$ cat config.mk
export PLATFORM = sky130hd
export DESIGN_NAME = eth_rx_frame_packer
export DESIGN_NICKNAME = d
export VERILOG_FILES = /design/src/rtl/eth_rx_pkg.sv /design/src/rtl/eth_rx_sat_cnt16.sv /design/src/rtl/eth_rx_frame_packer.sv
export SDC_FILE = /design/constraint.sdc
export NUM_CORES = 1
export LEC_CHECK = 0
export BUFFER_PORTS_ARGS = -buffer_cell sky130_fd_sc_hd__buf_2
export CORE_UTILIZATION = 50
export CTS_CLUSTER_SIZE = 14
export DETAILED_ROUTE_END_ITERATION = 6
export MAX_ROUTING_LAYER = met4
export PLACE_DENSITY = 0.81
export SETUP_SLACK_MARGIN = 0.5
export SYNTH_ARGS = -nofsm -noshare
export SYNTH_HDL_FRONTEND = slang
export SYNTH_SLANG_ARGS = --single-unit
$ cat constraint.sdc
create_clock -name wr_clk -period 3.2 [get_ports wr_clk]
set_input_delay 0.32 -clock wr_clk [delete_from_list [all_inputs] [get_ports wr_clk]]
set_output_delay 0.32 -clock wr_clk [all_outputs]
set_load 0.03 [all_outputs]
$ cat src/rtl/eth_rx_pkg.sv
// Shared definitions for the Ethernet RX frame packer.
// Purpose: FIFO word field positions, packer state encoding and the
//          free-space helper used by frame admission.
// Ports:   none (package).
package eth_rx_pkg;

  // FIFO word layout: [31:0] data, [33:32] valid bytes minus 1, [34] eop, [35] err
  localparam int BCNT_LSB = 32;
  localparam int BCNT_MSB = 33;
  localparam int EOP_BIT  = 34;
  localparam int ERR_BIT  = 35;
  localparam int WORD_W   = 36;

  typedef enum logic [1:0] {
    ST_IDLE = 2'd0,
    ST_PACK = 2'd1,
    ST_DROP = 2'd2
  } rx_state_t;

  // Free FIFO words = capacity minus current fill. The caller trims the
  // result to DEPTH_WIDTH+2 bits so a full FIFO reads as exactly zero.
  function automatic logic [31:0] calc_free_words(input int unsigned depth_width,
                                                  input logic [31:0] water_level);
    return (32'd1 << depth_width) - water_level;
  endfunction

endpackage

$ cat src/rtl/eth_rx_sat_cnt16.sv
// 16-bit event counter used for the packer statistics.
// Purpose: counts single-cycle increment pulses; SATURATE=1 sticks at
//          0xFFFF, SATURATE=0 wraps to zero.
// Ports:   clk, rst_n (sync, active-low), inc (increment pulse),
//          count (current value).
module eth_rx_sat_cnt16 #(
  parameter bit SATURATE = 1'b1
) (
  input  logic        clk,
  input  logic        rst_n,
  input  logic        inc,
  output logic [15:0] count
);

  // Increment unless saturating and already at the top value.
  always_ff @(posedge clk) begin
    if (!rst_n) begin
      count <= '0;
    end else if (inc && !(SATURATE && (count == 16'hFFFF))) begin
      count <= count + 16'd1;
    end
  end

endmodule

$ cat src/rtl/eth_rx_frame_packer.sv
// Ethernet RX frame packer: write-side feeder of the RX buffer FIFO.
// Purpose: packs the MAC byte stream little-endian into 36-bit FIFO words,
//          admits a frame only when the FIFO can hold a maximum-length
//          frame, truncates oversize frames and keeps statistics.
// Ports:   wr_clk / wr_rst_n   clock and sync active-low reset
//          rx_data/rx_valid/rx_last/rx_err   MAC receive byte stream
//          wr_data/wr_en       FIFO write word and strobe
//          wr_full/wr_water_level   FIFO write-side status
//          frame_cnt/drop_cnt/trunc_cnt   statistics
//          ovf_err             sticky write-while-full flag
module eth_rx_frame_packer
  import eth_rx_pkg::*;
#(
  parameter int DEPTH_WIDTH     = 10,
  parameter int MAX_FRAME_BYTES = 1536,
  parameter int ADMIT_MARGIN    = 2
) (
  input  logic                   wr_clk,
  input  logic                   wr_rst_n,
  input  logic [7:0]             rx_data,
  input  logic                   rx_valid,
  input  logic                   rx_last,
  input  logic                   rx_err,
  output logic [35:0]            wr_data,
  output logic                   wr_en,
  input  logic                   wr_full,
  input  logic [DEPTH_WIDTH:0]   wr_water_level,
  output logic [15:0]            frame_cnt,
  output logic [15:0]            drop_cnt,
  output logic [15:0]            trunc_cnt,
  output logic                   ovf_err
);

  localparam int MAX_WORDS = MAX_FRAME_BYTES / 4;
  localparam int FREE_W    = DEPTH_WIDTH + 2;
  localparam int BCNT_W    = $clog2(MAX_FRAME_BYTES + 1);

  rx_state_t         state;
  logic [1:0]        lane;
  logic [BCNT_W-1:0] byte_cnt;
  logic              err_acc;
  logic [31:0]       word_buf;

  logic [FREE_W-1:0] free_words;
  logic              admit;
  logic              at_max;
  logic [31:0]       next_word;
  logic [WORD_W-1:0] emit_word;
  logic              emit;
  logic              emit_eop;
  logic              emit_err;
  logic              frame_hit;
  logic              drop_hit;
  logic              trunc_hit;

  assign free_words = FREE_W'(calc_free_words(DEPTH_WIDTH, 32'(wr_water_level)));
  assign admit      = (free_words >= FREE_W'(MAX_WORDS + ADMIT_MARGIN));
  // The incoming byte is the one that brings the frame to its length limit.
  assign at_max     = (byte_cnt == BCNT_W'(MAX_FRAME_BYTES - 1));

  // Per-byte decisions: merge the byte into the word under construction and
  // decide whether this byte completes a word, a frame or a truncation.
  // Lane 0 starts from zero so unused upper lanes of a short word read 0.
  always_comb begin
    next_word = (lane == 2'd0) ? 32'd0 : word_buf;
    next_word[{lane, 3'b000} +: 8] = rx_data;
    emit      = 1'b0;
    emit_eop  = 1'b0;
    emit_err  = 1'b0;
    drop_hit  = 1'b0;
    trunc_hit = 1'b0;
    case (state)
      ST_IDLE: begin
        if (rx_valid) begin
          if (!admit) begin
            drop_hit = 1'b1;
          end else if (rx_last) begin
            emit     = 1'b1;
            emit_eop = 1'b1;
            emit_err = rx_err;
          end
        end
      end
      ST_PACK: begin
        if (rx_valid) begin
          if (rx_last) begin
            emit     = 1'b1;
            emit_eop = 1'b1;
            emit_err = err_acc | rx_err;
          end else if (at_max) begin
            emit      = 1'b1;
            emit_eop  = 1'b1;
            emit_err  = 1'b1;
            trunc_hit = 1'b1;
          end else if (lane == 2'd3) begin
            emit = 1'b1;
          end
        end
      end
      default: ;
    endcase
    frame_hit = emit && emit_eop && !emit_err;
    emit_word = '0;
    emit_word[31:0]              = next_word;
    emit_word[BCNT_MSB:BCNT_LSB] = lane;
    emit_word[EOP_BIT]           = emit_eop;
    emit_word[ERR_BIT]           = emit_err;
  end

  // Packer FSM with registered FIFO write port. A frame-ending word clears
  // lane, byte count and error accumulator so the next frame starts clean.
  always_ff @(posedge wr_clk) begin
    if (!wr_rst_n) begin
      state    <= ST_IDLE;
      lane     <= 2'd0;
      byte_cnt <= '0;
      err_acc  <= 1'b0;
      word_buf <= '0;
      wr_en    <= 1'b0;
      wr_data  <= '0;
      ovf_err  <= 1'b0;
    end else begin
      wr_en <= emit;
      if (emit) begin
        wr_data <= emit_word;
      end
      if (wr_en && wr_full) begin
        ovf_err <= 1'b1;
      end
      case (state)
        ST_IDLE: begin
          if (rx_valid) begin
            if (!admit) begin
              state <= rx_last ? ST_IDLE : ST_DROP;
            end else if (!rx_last) begin
              state    <= ST_PACK;
              lane     <= 2'd1;
              byte_cnt <= BCNT_W'(1);
              err_acc  <= rx_err;
              word_buf <= next_word;
            end
          end
        end
        ST_PACK: begin
          if (rx_valid) begin
            if (emit_eop) begin
              state    <= rx_last ? ST_IDLE : ST_DROP;
              lane     <= 2'd0;
              byte_cnt <= '0;
              err_acc  <= 1'b0;
            end else begin
              lane     <= lane + 2'd1;
              byte_cnt <= byte_cnt + BCNT_W'(1);
              err_acc  <= err_acc | rx_err;
              word_buf <= next_word;
            end
          end
        end
        ST_DROP: begin
          if (rx_valid && rx_last) begin
            state <= ST_IDLE;
          end
        end
        default: state <= ST_IDLE;
      endcase
    end
  end

  eth_rx_sat_cnt16 #(.SATURATE(1'b0)) u_frame_cnt (
    .clk   (wr_clk),
    .rst_n (wr_rst_n),
    .inc   (frame_hit),
    .count (frame_cnt)
  );

  eth_rx_sat_cnt16 #(.SATURATE(1'b1)) u_drop_cnt (
    .clk   (wr_clk),
    .rst_n (wr_rst_n),
    .inc   (drop_hit),
    .count (drop_cnt)
  );

  eth_rx_sat_cnt16 #(.SATURATE(1'b1)) u_trunc_cnt (
    .clk   (wr_clk),
    .rst_n (wr_rst_n),
    .inc   (trunc_hit),
    .count (trunc_cnt)
  );

endmodule

Word-level counts from Yosys, hierarchy flattened
Index checks and enable logic that the tools add are counted.
W data, S select, Z words.
{"block": "word_totals", "ff_bits": 134, "latchBits": 0, "ramBits": 0, "romBits": 0, "input_bits": 25, "out_inout_bits": 86, "elab_cells": 108, "memories": 0}
{"block": "op_classes", "addsub": 7, "multipliers": 0, "div": 0, "order_cmp": 1, "n_eq_ne": 14, "shifts": 2, "mux": 57, "bitwise": 1, "n_reduce_logical": 15}
{"cell": "$mux W32", "count": 6}
{"cell": "$pmux W32 S2", "count": 1}
{"cell": "$mux W11", "count": 5}
{"cell": "$add A16 B1 Y16 const B", "count": 3}
{"cell": "$bwmux W32", "count": 1}
{"cell": "$eq A16 B16 Y1 const B", "count": 2}
{"cell": "$shift A8 B7 Y32 const A", "count": 1}
{"cell": "$shiftx A8 B7 Y32", "count": 1}
{"cell": "$mux W1", "count": 26}
{"cell": "$mux W2", "count": 11}
{"cell": "$pmux W11 S2", "count": 1}
{"cell": "$ne A2 B2 Y1 const B", "count": 7}
{"cell": "$ge A12 B9 Y1 const B", "count": 1}
{"cell": "$sub A11 B11 Y12 const A", "count": 1}
{"cell": "$add A11 B1 Y11 const B", "count": 1}
{"cell": "$eq A11 B11 Y1 const B", "count": 1}
{"cell": "$reduce_and A5 Y1", "count": 2}
{"cell": "$pmux W1 S2", "count": 4}
{"cell": "$neg A5 Y7", "count": 1}
{"cell": "$logic_and A1 B1 Y1", "count": 6}
{"cell": "$pmux W2 S3", "count": 1}
{"cell": "$reduce_and A6 Y1", "count": 1}
{"cell": "$eq A2 B2 Y1 const B", "count": 2}
{"cell": "$logic_not A2 Y1", "count": 2}
{"cell": "other kinds (7)", "count": 9}

Logic depth before layout (Yosys ltp)
Gate-level depths: netlist (run 1).
{"block": "depth", "depth_word": 8, "mapped_depth": 10}

By module
Synthesis (run 1) repeated with hierarchy kept, for this count alone.
{"block": "hier_totals", "cells_unflattened": 778, "hier_area_um2": 6575.1}
{"module": "eth_rx_frame_packer", "n_inst": 1, "cells_each": 505, "area_each_um2": 4231.6}
{"module": "eth_rx_sat_cnt16 at u_drop_cnt ...", "n_inst": 2, "cells_each": 95, "area_each_um2": 799.5}
{"module": "eth_rx_sat_cnt16 at u_frame_cnt", "n_inst": 1, "cells_each": 83, "area_each_um2": 744.5}

Least setup slack after synthesis (run 1)
No wires, ideal clock.
{"block": "synth_path", "path_type": "input port to flip-flop", "startpoint": "input wr_water_level[7]", "endpoint": "register wr_data[24]", "arrival_ns": 2.477, "t_required_ns": 3.128, "setup_slack_ns": 0.652, "stages": 8, "path_buffers": 2, "path_cell_list": "or4_1 -> o311a_1 -> or2_4 -> o22a_1 -> o211ai_2 -> buf_4 -> buf_4 -> mux2i_1"}
{"block": "synth_via", "elab_chain_cells": 5}
{"item": "from (decl)", "line_no": "eth_rx_frame_packer.sv:27", "rtl": "input logic [DEPTH_WIDTH:0] wr_water_level,"}
{"item": "$sub A11 B11 Y12", "line_no": "eth_rx_pkg.sv:24", "rtl": "return (32'd1 << depth_width) - water_level;"}
{"item": "$ge A12 B9 Y1", "line_no": "eth_rx_frame_packer.sv:57", "rtl": "assign admit = (free_words >= FREE_W'(MAX_WORDS + ADMIT_MARGIN));"}
{"item": "$mux W1", "line_no": "eth_rx_frame_packer.sv:75", "rtl": "if (!admit) begin"}
{"item": "$mux W1", "line_no": "eth_rx_frame_packer.sv:74", "rtl": "if (rx_valid) begin"}
{"item": "$pmux W1 S2", "line_no": "eth_rx_frame_packer.sv:72", "rtl": "case (state)"}
{"item": "to (signal assigned)", "line_no": "eth_rx_frame_packer.sv:125", "rtl": "wr_data <= emit_word;"}
{"item": "to (decl)", "line_no": "eth_rx_frame_packer.sv:24", "rtl": "output logic [35:0] wr_data,"}
No other way between the ends.
A chain may end at the register's enable or synchronous reset.

Worst setup path in the final report (run 1)
{"block": "layout_path", "startpoint": "input wr_water_level[7]", "endpoint": "register u_frame_cnt.count[13]"}
{"block": "layout_via", "elab_chain_cells": 7, "word_cells_on_any_way": 12, "cone_classes": "1 x add/sub; 1 x order compare; 7 x mux; 3 x reduce/logical"}
{"item": "$sub A11 B11 Y12 (*)", "line_no": "eth_rx_pkg.sv:24"}
{"item": "$ge A12 B9 Y1 (*)", "line_no": "eth_rx_frame_packer.sv:57"}
{"item": "$mux W1", "line_no": "eth_rx_frame_packer.sv:75"}
{"item": "$mux W1", "line_no": "eth_rx_frame_packer.sv:74"}
{"item": "$pmux W1 S2", "line_no": "eth_rx_frame_packer.sv:72"}
{"item": "$logic_and A1 B1 Y1 or $logic_not A1 Y1 (tied branches)", "line_no": "eth_rx_frame_packer.sv:102", "rtl": "frame_hit = emit && emit_eop && !emit_err;"}
{"item": "$logic_and A1 B1 Y1 (*)", "line_no": "eth_rx_frame_packer.sv:102"}
{"item": "to (signal assigned)", "line_no": "eth_rx_sat_cnt16.sv:20", "rtl": "count <= count + 16'd1;"}
{"item": "to (decl)", "line_no": "eth_rx_sat_cnt16.sv:12", "rtl": "output logic [15:0] count"}
Every way passes the cells marked *; elsewhere a longest branch is shown, timed or not.

==> results.md, run 1 <==
- Std-Cell Rows: 40
- Syn Nets: 798
- Die W: 114 um
- Buffers added on ports: 110
- Placer Congestion: 0.814
- P per Cell Area: 514 nW/um^2
- Critical Path End Type: flop
- Vias in the first global route: 5189
- Ratio of final minimum period to clock period: 0.794
- Initial antenna violation count: 0
- R2R Path End: u_trunc_cnt.count[11]
- Clock sinks: 134
- GRT Total Usage: 0.246
- Root buffer selected by CTS: clkbuf_16
- Routed vias/inst: 5.60
- Postcts setup bufs: 0
- H-tree levels: 4
- Hold WC Path Type: in -> reg
- Hold Startpoint: wr_full
- Pleak: 3.00 nW
- Max FO, Critical Path: 19
- First-pass GRT wire length: 24.8 mm
- Clock slew seen by the registers of the worst setup and hold paths: 0.05 ns
- Unrepaired setup endpoints after global routing: false
- Share of layout cells above drive strength 1: 0.203
- Worst skew pair latency: 0.42 ns
- Hold endpoint: ovf_err
- Slew headroom: 0.577
- Syn Std Cell Area: 6310 um^2
- TritonCTS Buffers: 17
- Routed Antenna Nets: 0
- Starting Density: 0.519
- Worst EP arrival: 2.88 ns
- Final WL: 15.2 mm
- Num ports: 111
- Worst vdd ir: 0.445 mV
- Router iterations before antenna repair: 5
- Iter 0 DRT Violations: 404
- Layout area overhead: 22.3%
- Vert. Die Dim: 114 um
- Slew Viols, Final: 0
- Total gr overflow: 0
- Die area: 13100 um^2
- Fraction of registers with async set/reset: 0
- Fillers: 1027
- Post-synth EDFFs: 0
- Final min period: 2.54 ns
- Worst-Margin Slew: 0.635 ns
- Clock skew: 0.00762 ns
- Hold Fails Final Rpt: 0
- Netlist cell types: 59
- WHS Path Cells: 3
- Seq/Total Area, Yosys: 0.425
- Total core area: 12200 um^2
- Syn. warnings: 0
- Drc violations: 0
- Status: completed
- Max Cap Viol: 0
- Worst EP required: 3.54 ns
- Reg2reg start: byte_cnt[0]
- Syn avg cell area: 8.30 um^2
- Final setup margin: 0.661 ns
- Final #Nets: 900
- Clk buf depth: 2
- Post-synth top flop: dfxtp_1
- Setup TNS Final: 0 ns
- Inserted Diodes: 0
- CTS Hold Bufs: 0
- TritonCTS clock tree: yes
- Internal reg-to-reg setup slack: 0.76 ns
- Vias: 5842
- CP startpoint kind: input port
- Cts repair resizes: 2
- Final Setup Violations: 0
- Max Fclk: 394 MHz
- R2R depth: 9
- Post-synthesis register bit count: 134
- Largest net degree at the start of global routing: 65
- Crit path kind: in -> reg
- Pre-CTS setup slack: 0.194 ns
- Wire length per cell: 14.5 um
- Synth Instances: 761
- Hpwl dp: 10.3 mm
-- cell type report --
cell class              instances  area (um^2)  share of cell area
inverters                      28          105              0.0136
clock inverters                10          128              0.0165
repair buffers                124          681              0.0882
multi-input cells             558         3450               0.447
flip-flops and latches        134         2680               0.348
well taps                     168          210              0.0272
clock buffers                  22          464              0.0601
-- worst max path at each step --
| stage | depth (start not counted) | startpoint | to |
|---|---|---|---|
| 6_report | 8 | wr_water_level[7] | u_frame_cnt.count[13] |
| 5_1_grt | 8 | wr_water_level[7] | u_frame_cnt.count[15] |
| 4_1_cts | 7 | state[1] | u_frame_cnt.count[6] |
| 3_5_place_dp | 10 | wr_water_level[0] | u_drop_cnt.count[11] |
| 3_3_place_gp | 8 | wr_water_level[5] | u_frame_cnt.count[13] |
| 2_1_floorplan | 8 | wr_water_level[7] | wr_data[24] |
-- placed cells by master, fill, tap and decap left out, drive strengths merged, types with 3 or more instances in the layout --
cell and count:
a21oi 39, a22o 16, a311oi 3, a31oi 8, and2 3, and3 9
and4 3, buf 124, bufinv 3, clkbuf 22, clkinv 6, dfxtp 134
ha 12, inv 28, mux2i 36, nand2 106, nand2b 13, nand3 57
nand4 12, nor2 43, nor2b 11, nor3 11, nor4 8, o211ai 3
o21ai 70, o221a 3, o31ai 12, or2 4, or3 21, or4 12
xnor2 10, xor2 6
-- power breakdown --
group | internal [mW] | leakage, nW | switching, mW
sequential | 1.69 | 1.08 | 0.0161
combinational | 0.103 | 1.62 | 0.199
clock | 1.26 | 0.293 | 0.703
-- sequential cells by signal, indices dropped and copies added, names as in the netlist, 2 cells and up --
| register | cells |
|---|---|
| u_drop_cnt.count | 16 |
| u_trunc_cnt.count | 16 |
| wr_data | 36 |
| word_buf | 32 |
| lane | 2 |
| byte_cnt | 11 |
| state | 2 |
| u_frame_cnt.count | 16 |
-- metrics by stage --
step                instance area, um^2  std cells  power (mW)  hold WS (ns)   util
floorplan                          6310        761        1.94         0.432      -
global placement                   7050       1012        2.03         0.442  0.580
detailed placement                 7050       1012        2.03         0.443  0.580
CTS                                7650       1044        3.99         0.118  0.629
global route                       7720       1044        4.10         0.142  0.635
finish                             7720       1044        3.97         0.135  0.635
-- logic make-up after synthesis --
family	count (synthesis)	share of synthesized area
AOI/OAI and AO/OA	172	0.171
muxes	36	0.0571
adders and majority gates	12	0.0238
and+or+nand+nor	322	0.257
xor gates and xnor gates	16	0.0222
DFF	134	0.425
buffers and inverters	69	0.0438
-- Yosys cell counts, drive strengths merged (13+ instances only) --
cell type,count,area [um^2]
nor2,43,161
clkbuf,28,106
or3,21,131
a22o,16,140
mux2i,36,360
dfxtp,134,2680
buf,13,65.1
a21oi,39,195
inv,28,105
nand2b,13,81.3
nand3,57,285
nand2,106,398
o21ai,70,350
-- worst max-delay path, cell delays in order --
cell and delay [ns]:
buf_2 0.11, or4_1 0.61, o311a_1 0.34, or2_4 0.27
o31ai_4 0.33, o211ai_4 0.22, or4_1 0.51, a21oi_1 0.16
-- layer usage --
metal,part of all wire,GRT usage
met5,0,-
met4,0.018,0.0944
met3,0.055,0.0603
met2,0.48,0.388
met1,0.45,0.303
Power figures use the tool's default switching activity.
==> inputs of run 2 (changes only) <==
--- a/config.mk
+++ b/config.mk
@@ -5,12 +5,13 @@
 export SDC_FILE = /design/constraint.sdc
 export NUM_CORES = 1
 export LEC_CHECK = 0
+export ABC_AREA = 1
 export BUFFER_PORTS_ARGS = -buffer_cell sky130_fd_sc_hd__buf_2
 export CORE_UTILIZATION = 50
 export CTS_CLUSTER_SIZE = 14
 export DETAILED_ROUTE_END_ITERATION = 6
 export MAX_ROUTING_LAYER = met4
-export PLACE_DENSITY = 0.81
+export PLACE_DENSITY = 0.8
 export SETUP_SLACK_MARGIN = 0.5
 export SYNTH_ARGS = -nofsm -noshare
 export SYNTH_HDL_FRONTEND = slang
==> constraint.sdc (replaced) <==
create_clock -name wr_clk -period 2.7 [get_ports wr_clk]
set_input_delay 0.27 -clock wr_clk [delete_from_list [all_inputs] [get_ports wr_clk]]
set_output_delay 0.27 -clock wr_clk [all_outputs]
set_load 0.03 [all_outputs]
==> run 2 against run 1 <==
Total power up 47%. Sequential power up 33%. Register-to-register slack worse by 0.19 ns. Via count up 21%. Clock power up 10%. Critical endpoint is now wr_data[34]. Synthesized cell count up 32%. Cell count up 25%. Non-clock buffer count up 15. Largest cell class unchanged.
==> results.md, run 2 <==
- Status: completed
- Sequential Power Share: 0.389
- CP max stage delay: 0.37 ns
- Final Setup Violations: 0
- GRT Total Usage: 0.243
- Std-Cell Rows: 42
- Crit path kind: reg -> reg
- Fraction of registers with async set/reset: 0
- Ratio of final minimum period to clock period: 0.790
- Die area: 14400 um^2
- Main combinational cell family by area after synthesis: simple AND/OR/NAND/NOR gates
- Slew headroom: 0.444
- Die W: 120 um
- Max Fclk: 469 MHz
- Syn. warnings: 0
- Worst vdd ir: 0.490 mV
- CP cell instances: ha_4, nand3_2, nor3_2, nand2_1, nor2_4, nand4_4, nand2_4, o21ai_0, nand2_2, buf_6, inv_1, nand2_1, nand2_1, nand2_1, inv_1
- Inserted Diodes: 0
- Placer Congestion: 0.961
- Setup TNS Final: 0 ns
- R2R depth: 15
- CP startpoint kind: flop
- Mux cell area share after synthesis: 0
- Largest net degree at the start of global routing: 87
- Combinational share of power: 0.242
- Clk buf depth: 2
- Drc violations: 0
- TritonCTS Buffers: 17
- Wire length per cell: 13.5 um
- Hold Worst Slack: 0.0879 ns
- Clock skew: 0.00551 ns
- Share of the synthesized area in the top cell type: 0.386
- Slew Viols, Final: 0
- Post-synth EDFFs: 0
- CTS Hold Bufs: 0
- R2R Path End: wr_data[34]
- Crit. Startpoint: byte_cnt[0]
- Vias in the first global route: 6144
- Cell taking the most area after synthesis: dfxtp_1
- Max stage delay cell, worst path: dfxtp_4
- Worst-Margin Slew: 0.834 ns
- Leading cell types in the layout, fill and taps excluded: nand2_1, dfxtp_1, nor2_1, a21oi_1, buf_2
- Hold Fails Final Rpt: 0
- Post-synthesis register bit count: 134
- Clock sinks: 134
- Post-synth top flop: dfxtp_1
- Initial antenna violation count: 0
- Layout area overhead: 21.6%
- Router iterations before antenna repair: 6
- Syn avg cell area: 6.94 um^2
- Count leader, synth: nand2_1
- Num ports: 111
- Pwr Total: 5.85 mW
- Pleak: 3.48 nW
- Synth top area cells: dfxtp_1, nand2_1, a21oi_1
- Top flop regs: wr_data x36, word_buf x32
- Critical Path Stages: 15
- Total gr overflow: 0
- Cell-internal power: 3.95 mW
- CP dominant cell by count: nand2_1
- H-tree levels: 4
- Clock share of power: 0.369
- Final #Nets: 1154
- Internal reg-to-reg setup slack: 0.57 ns
- Final WL: 17.7 mm
- Max Cap Viol: 0
- Synthesized-area fraction occupied by adder cells: 0.0216
- Final min period: 2.13 ns
- Pre-CTS setup slack: 0.449 ns
- Critical Path End Type: flop
- Worst EP required: 3.02 ns
- Post-synthesis compound-gate area fraction: 0.160
- Share of layout cells above drive strength 1: 0.188
- Clock slew seen by the registers of the worst setup and hold paths: 0.06 ns
- Critical path buffers and inverters: 3
- Hpwl dp: 11.4 mm
- Buffers added on ports: 110
- Hold WC Path Type: in -> reg
- Max reg flops: 36
- Final setup margin: 0.566 ns
- Worst setup path endpoint: wr_data[34]
- Total core area: 13400 um^2
- Simple-Gate Fraction of Synth Area: 0.302
- Sw Share: 0.326
- Synth Instances: 1002
- First-pass GRT wire length: 27.8 mm
- Root buffer selected by CTS: clkbuf_16
- Xor-xnor portion of the synthesized cell area: 0.0428
- Worst skew pair latency: 0.42 ns
- Seq/Total Area, Yosys: 0.386
- Sw power: 1.91 mW
- Largest Register: wr_data
- Worst EP arrival: 2.45 ns
- Commonest cells post-synth: nand2_1, dfxtp_1, nor2_1
- Util after Layout: 0.631
- Iter 0 DRT Violations: 772
- Vert. Die Dim: 120 um
- Unrepaired setup endpoints after global routing: true
- TritonCTS clock tree: yes
- Max FO, Critical Path: 33
- Most common cell after layout, fill and taps aside: nand2_1
- Netlist cell types: 38
- Vias: 7080
- Syn Std Cell Area: 6960 um^2
- CP top delay family: simple AND/OR/NAND/NOR gates
- Reg2reg start: byte_cnt[0]
- Routed Antenna Nets: 0
- Starting Density: 0.519
- Fillers: 1199
- P per Cell Area: 692 nW/um^2
- Routed vias/inst: 5.42
- Syn Nets: 1039
[run 2: layout make-up]
class                           instances  area (um^2)  area share
Clock buffer                           20          447      0.0528
Clock inverter                         12          105      0.0124
Inverter                               96          364      0.0430
Multi-Input combinational cell        729         3780       0.447
Sequential cell                       134         2690       0.318
Tap cell                              176          220      0.0260
Timing Repair Buffer                  139          855       0.101
[run 2: kinds of logic (layout without fill, tap and decap cells)]
logic type                 after synthesis  after routing
adders and majority gates               12             12
xor gates and xnor gates                34             34
DFF                                    134            134
AOI/OAI and AO/OA                      210            210
buffers and inverters                  140            267
and+or+nand+nor                        472            473
[run 2: timing repair]
item | 4_1_cts | 5_1_grt
endpoints found under the setup margin | 16 | 112
pin swaps | 1 | 7
gates cloned | 1 | 5
buffers inserted | 0 | 11
gates resized for setup | 3 | 27
[run 2: worst register-to-register path: stages, from the launching register on]
cell     delay (ns)
dfxtp_4        0.37
ha_4           0.14
nand3_2        0.08
nor3_2         0.19
nand2_1        0.11
nor2_4         0.15
nand4_4        0.14
nand2_4        0.12
o21ai_0        0.09
nand2_2        0.11
buf_6          0.22
inv_1          0.09
nand2_1        0.07
nand2_1        0.05
nand2_1        0.05
inv_1          0.05
[run 2: stage by stage]
step / std cells / cell area, um^2
CTS: 1290 / 8180
global placement: 1257 / 7600
detailed placement: 1257 / 7600
floorplan: 1002 / 6960
finish: 1306 / 8460
global route: 1306 / 8460
[run 2: layer usage]
layer | wire length (um) | vias to the layer above | track usage
li1 | - | 3557 | -
met1 | 7920 | 3235 | 0.312
met2 | 8240 | 259 | 0.381
met3 | 1220 | 29 | 0.0418
met4 | 310 | 0 | 0.0898
met5 | 0 | - | -
[run 2: worst min path at each step]
stage | start | endpoint | slack, ns | cells after the start
floorplan | wr_full | ovf_err | 0.41 | 2
global placement | ovf_err | ovf_err | 0.45 | 2
detailed placement | word_buf[19] | word_buf[19] | 0.47 | 2
CTS | wr_full | ovf_err | 0.09 | 3
global route | wr_full | ovf_err | 0.12 | 3
finish | wr_full | ovf_err | 0.09 | 3
[run 2: power by group through the flow]
stage | registers (mW) | logic [mW] | clock network [mW]
2_1_floorplan | 2.46 | 0.791 | 0
3_3_place_gp | 2.31 | 1.19 | 0
3_5_place_dp | 2.31 | 1.20 | 0
4_1_cts | 2.27 | 1.22 | 2.18
5_1_grt | 2.30 | 1.56 | 2.27
6_report | 2.28 | 1.42 | 2.16
==> inputs of run 3 (changes only) <==
--- a/config.mk
+++ b/config.mk
@@ -11,7 +11,7 @@
 export CTS_CLUSTER_SIZE = 14
 export DETAILED_ROUTE_END_ITERATION = 6
 export MAX_ROUTING_LAYER = met4
-export PLACE_DENSITY = 0.8
+export PLACE_DENSITY = 0.83
 export SETUP_SLACK_MARGIN = 0.5
 export SYNTH_ARGS = -nofsm -noshare
 export SYNTH_HDL_FRONTEND = slang
==> constraint.sdc (replaced) <==
create_clock -name wr_clk -period 1.9 [get_ports wr_clk]
set_input_delay 0.19 -clock wr_clk [delete_from_list [all_inputs] [get_ports wr_clk]]
set_output_delay 0.19 -clock wr_clk [all_outputs]
set_load 0.03 [all_outputs]
==> run 3 against run 2 <==
The run now ends with setup timing left. Global-route usage up 6.0 points. Combinational power up 98%. Critical path depth down 1. Clock power up 50%. Non-clock buffer count up 81. Worst hold slack better by 0.034 ns. Clock skew up 0.0050 ns. Die area unchanged. Sequential cell count unchanged. Fmax down 0.41%.
==> results.md, run 3 (synthesis gave the netlist of run 2 again) <==
- Status: finished, violations left
- Failing checks: setup timing
- Clock sinks: 134
- Top flop regs: wr_data x36, word_buf x32
- Clk buf depth: 2
- Clock skew: 0.0105 ns
- Vert. Die Dim: 120 um
- Drc violations: 0
- Leading cell types in the layout, fill and taps excluded: nand2_1, nor2_1, dfxtp_1, buf_2, inv_1
- R2R depth: 14
- Initial antenna violation count: 0
- Unrepaired setup endpoints after global routing: true
- Internal reg-to-reg setup slack: -0.24 ns
- Pleak: 4.28 nW
- Slew headroom: 0.676
- Pre-CTS setup slack: -0.137 ns
- Combinational share of power: 0.301
- Hold WC Path Type: in -> reg
- WHS Path Cells: 3
- Total gr overflow: 0
- Num ports: 111
- Sw power: 3.24 mW
- H-tree levels: 4
- CP max stage delay: 0.35 ns
- Final Setup Violations: 109
- Worst EP arrival: 2.47 ns
- Hold Fails Final Rpt: 0
- Sw Share: 0.348
- TritonCTS Buffers: 17
- Sequential Power Share: 0.350
- Hpwl dp: 12.7 mm
- Die W: 120 um
- Clock slew seen by the registers of the worst setup and hold paths: 0.06 ns
- Layout area overhead: 49.0%
- Max FO, Critical Path: 3
- TritonCTS clock tree: yes
- First-pass GRT wire length: 34.1 mm
- Iter 0 DRT Violations: 665
- Std-Cell Rows: 42
- Critical path buffers and inverters: 3
- Max reg flops: 36
- Critical Path Stages: 14
- Largest net degree at the start of global routing: 77
- Worst skew pair latency: 0.43 ns
- Hold Startpoint: rx_data[4]
- Max Cap Viol: 0
- Reg2reg start: byte_cnt[0]
- Hold Worst Slack: 0.122 ns
- Vias: 8333
- Wire length per cell: 18.7 um
- Critical Path End Type: flop
- Final WL: 25.9 mm
- R2R Path End: err_acc
- CP startpoint kind: flop
- Max stage delay cell, worst path: dfxtp_2
- Pwr Total: 9.32 mW
- Starting Density: 0.519
- Hold endpoint: wr_data[4]
- Final #Nets: 1235
- Total core area: 13400 um^2
- Inserted Diodes: 0
- Buffers added on ports: 110
- Largest Register: wr_data
- Cell-internal power: 6.08 mW
- CP top delay family: simple AND/OR/NAND/NOR gates
- Crit path kind: reg -> reg
- Slew Viols, Final: 0
- Share of layout cells above drive strength 1: 0.401
- GRT Total Usage: 0.302
- Final min period: 2.14 ns
- Routed Antenna Nets: 0
- Final setup margin: -0.243 ns
- Ratio of final minimum period to clock period: 1.13
- Vias in the first global route: 7097
- P per Cell Area: 899 nW/um^2
- Worst vdd ir: 0.862 mV
- Routed vias/inst: 6.01
- Die area: 14400 um^2
- Max Fclk: 467 MHz
- Worst-Margin Slew: 0.487 ns
- CP cell instances: ha_4, nand3_2, nor3_2, nand2_1, nor2_4, nand4_4, nand2_4, nand2_4, nand3_4, buf_4, nand2_2, buf_4, o21ai_2, inv_1
- Placer Congestion: 0.924
- Most common cell after layout, fill and taps aside: nand2_1
- Router iterations before antenna repair: 6
- Clock share of power: 0.349
- Worst EP required: 2.22 ns
- Root buffer selected by CTS: clkbuf_16
## run 3: area by class of cell
type                    count  area (um^2)
clock buffers              19          453
clock inverters            13          126
fillers                   842         3040
inverters                  96          403
multi-input cells         729         4600
flip-flops and latches    134         2730
well taps                 176          220
repair buffers            220         1830
## run 3: how the worst max path moves through the flow
stage / start / end / slack (ns)
after detailed placement: wr_water_level[1] / word_buf[11] / -0.14
after global routing: byte_cnt[0] / word_buf[2] / -0.37
final: byte_cnt[0] / err_acc / -0.24
after global placement: wr_water_level[1] / word_buf[29] / -0.1
after floorplan: lane[0] / word_buf[21] / 0.03
after CTS: byte_cnt[0] / u_frame_cnt.count[14] / -0.04
## run 3: through the flow
stage | instance area (um^2) | util | cells | setup TNS (ns)
2_1_floorplan | 7340 | - | 1002 | 0
3_3_place_gp | 8340 | 0.623 | 1301 | -3.14
3_5_place_dp | 8340 | 0.623 | 1301 | -5.72
4_1_cts | 9560 | 0.713 | 1363 | -0.402
5_1_grt | 10400 | 0.773 | 1387 | -29.46
6_report | 10400 | 0.773 | 1387 | -19.01
## run 3: routing by layer
layer | global-route usage | share of wire | wire length [um] | vias to the layer above
li1 | - | - | - | 3745
met1 | 0.348 | 0.36 | 9430 | 3944
met2 | 0.513 | 0.51 | 13200 | 504
met3 | 0.0646 | 0.081 | 2100 | 140
met4 | 0.116 | 0.047 | 1230 | 0
met5 | - | 0 | 0 | -
## run 3: timing repair
item / in CTS / in global routing
hold buffers: 1 / 0
gates resized for setup: 87 / 133
setup buffers: 24 / 17
endpoints found under the setup margin: 133 / 135
endpoints found under the hold margin: 1 / 0
cloned: 5 / 7
pin swaps: 25 / 34
## run 3: worst min-delay path: cells and delay by family
family                 cells  cell delay, ns
buffers and inverters      1            0.09
AOI/OAI and AO/OA          2            0.23
## run 3: power groups by stage
stage               clock, mW  sequential [mW]  combinational [mW]
floorplan                   0             3.52                1.33
global placement            0             3.29                2.03
detailed placement          0             3.30                2.07
CTS                      3.21             3.25                2.34
global route             3.38             3.28                2.97
finish                   3.25             3.26                2.81
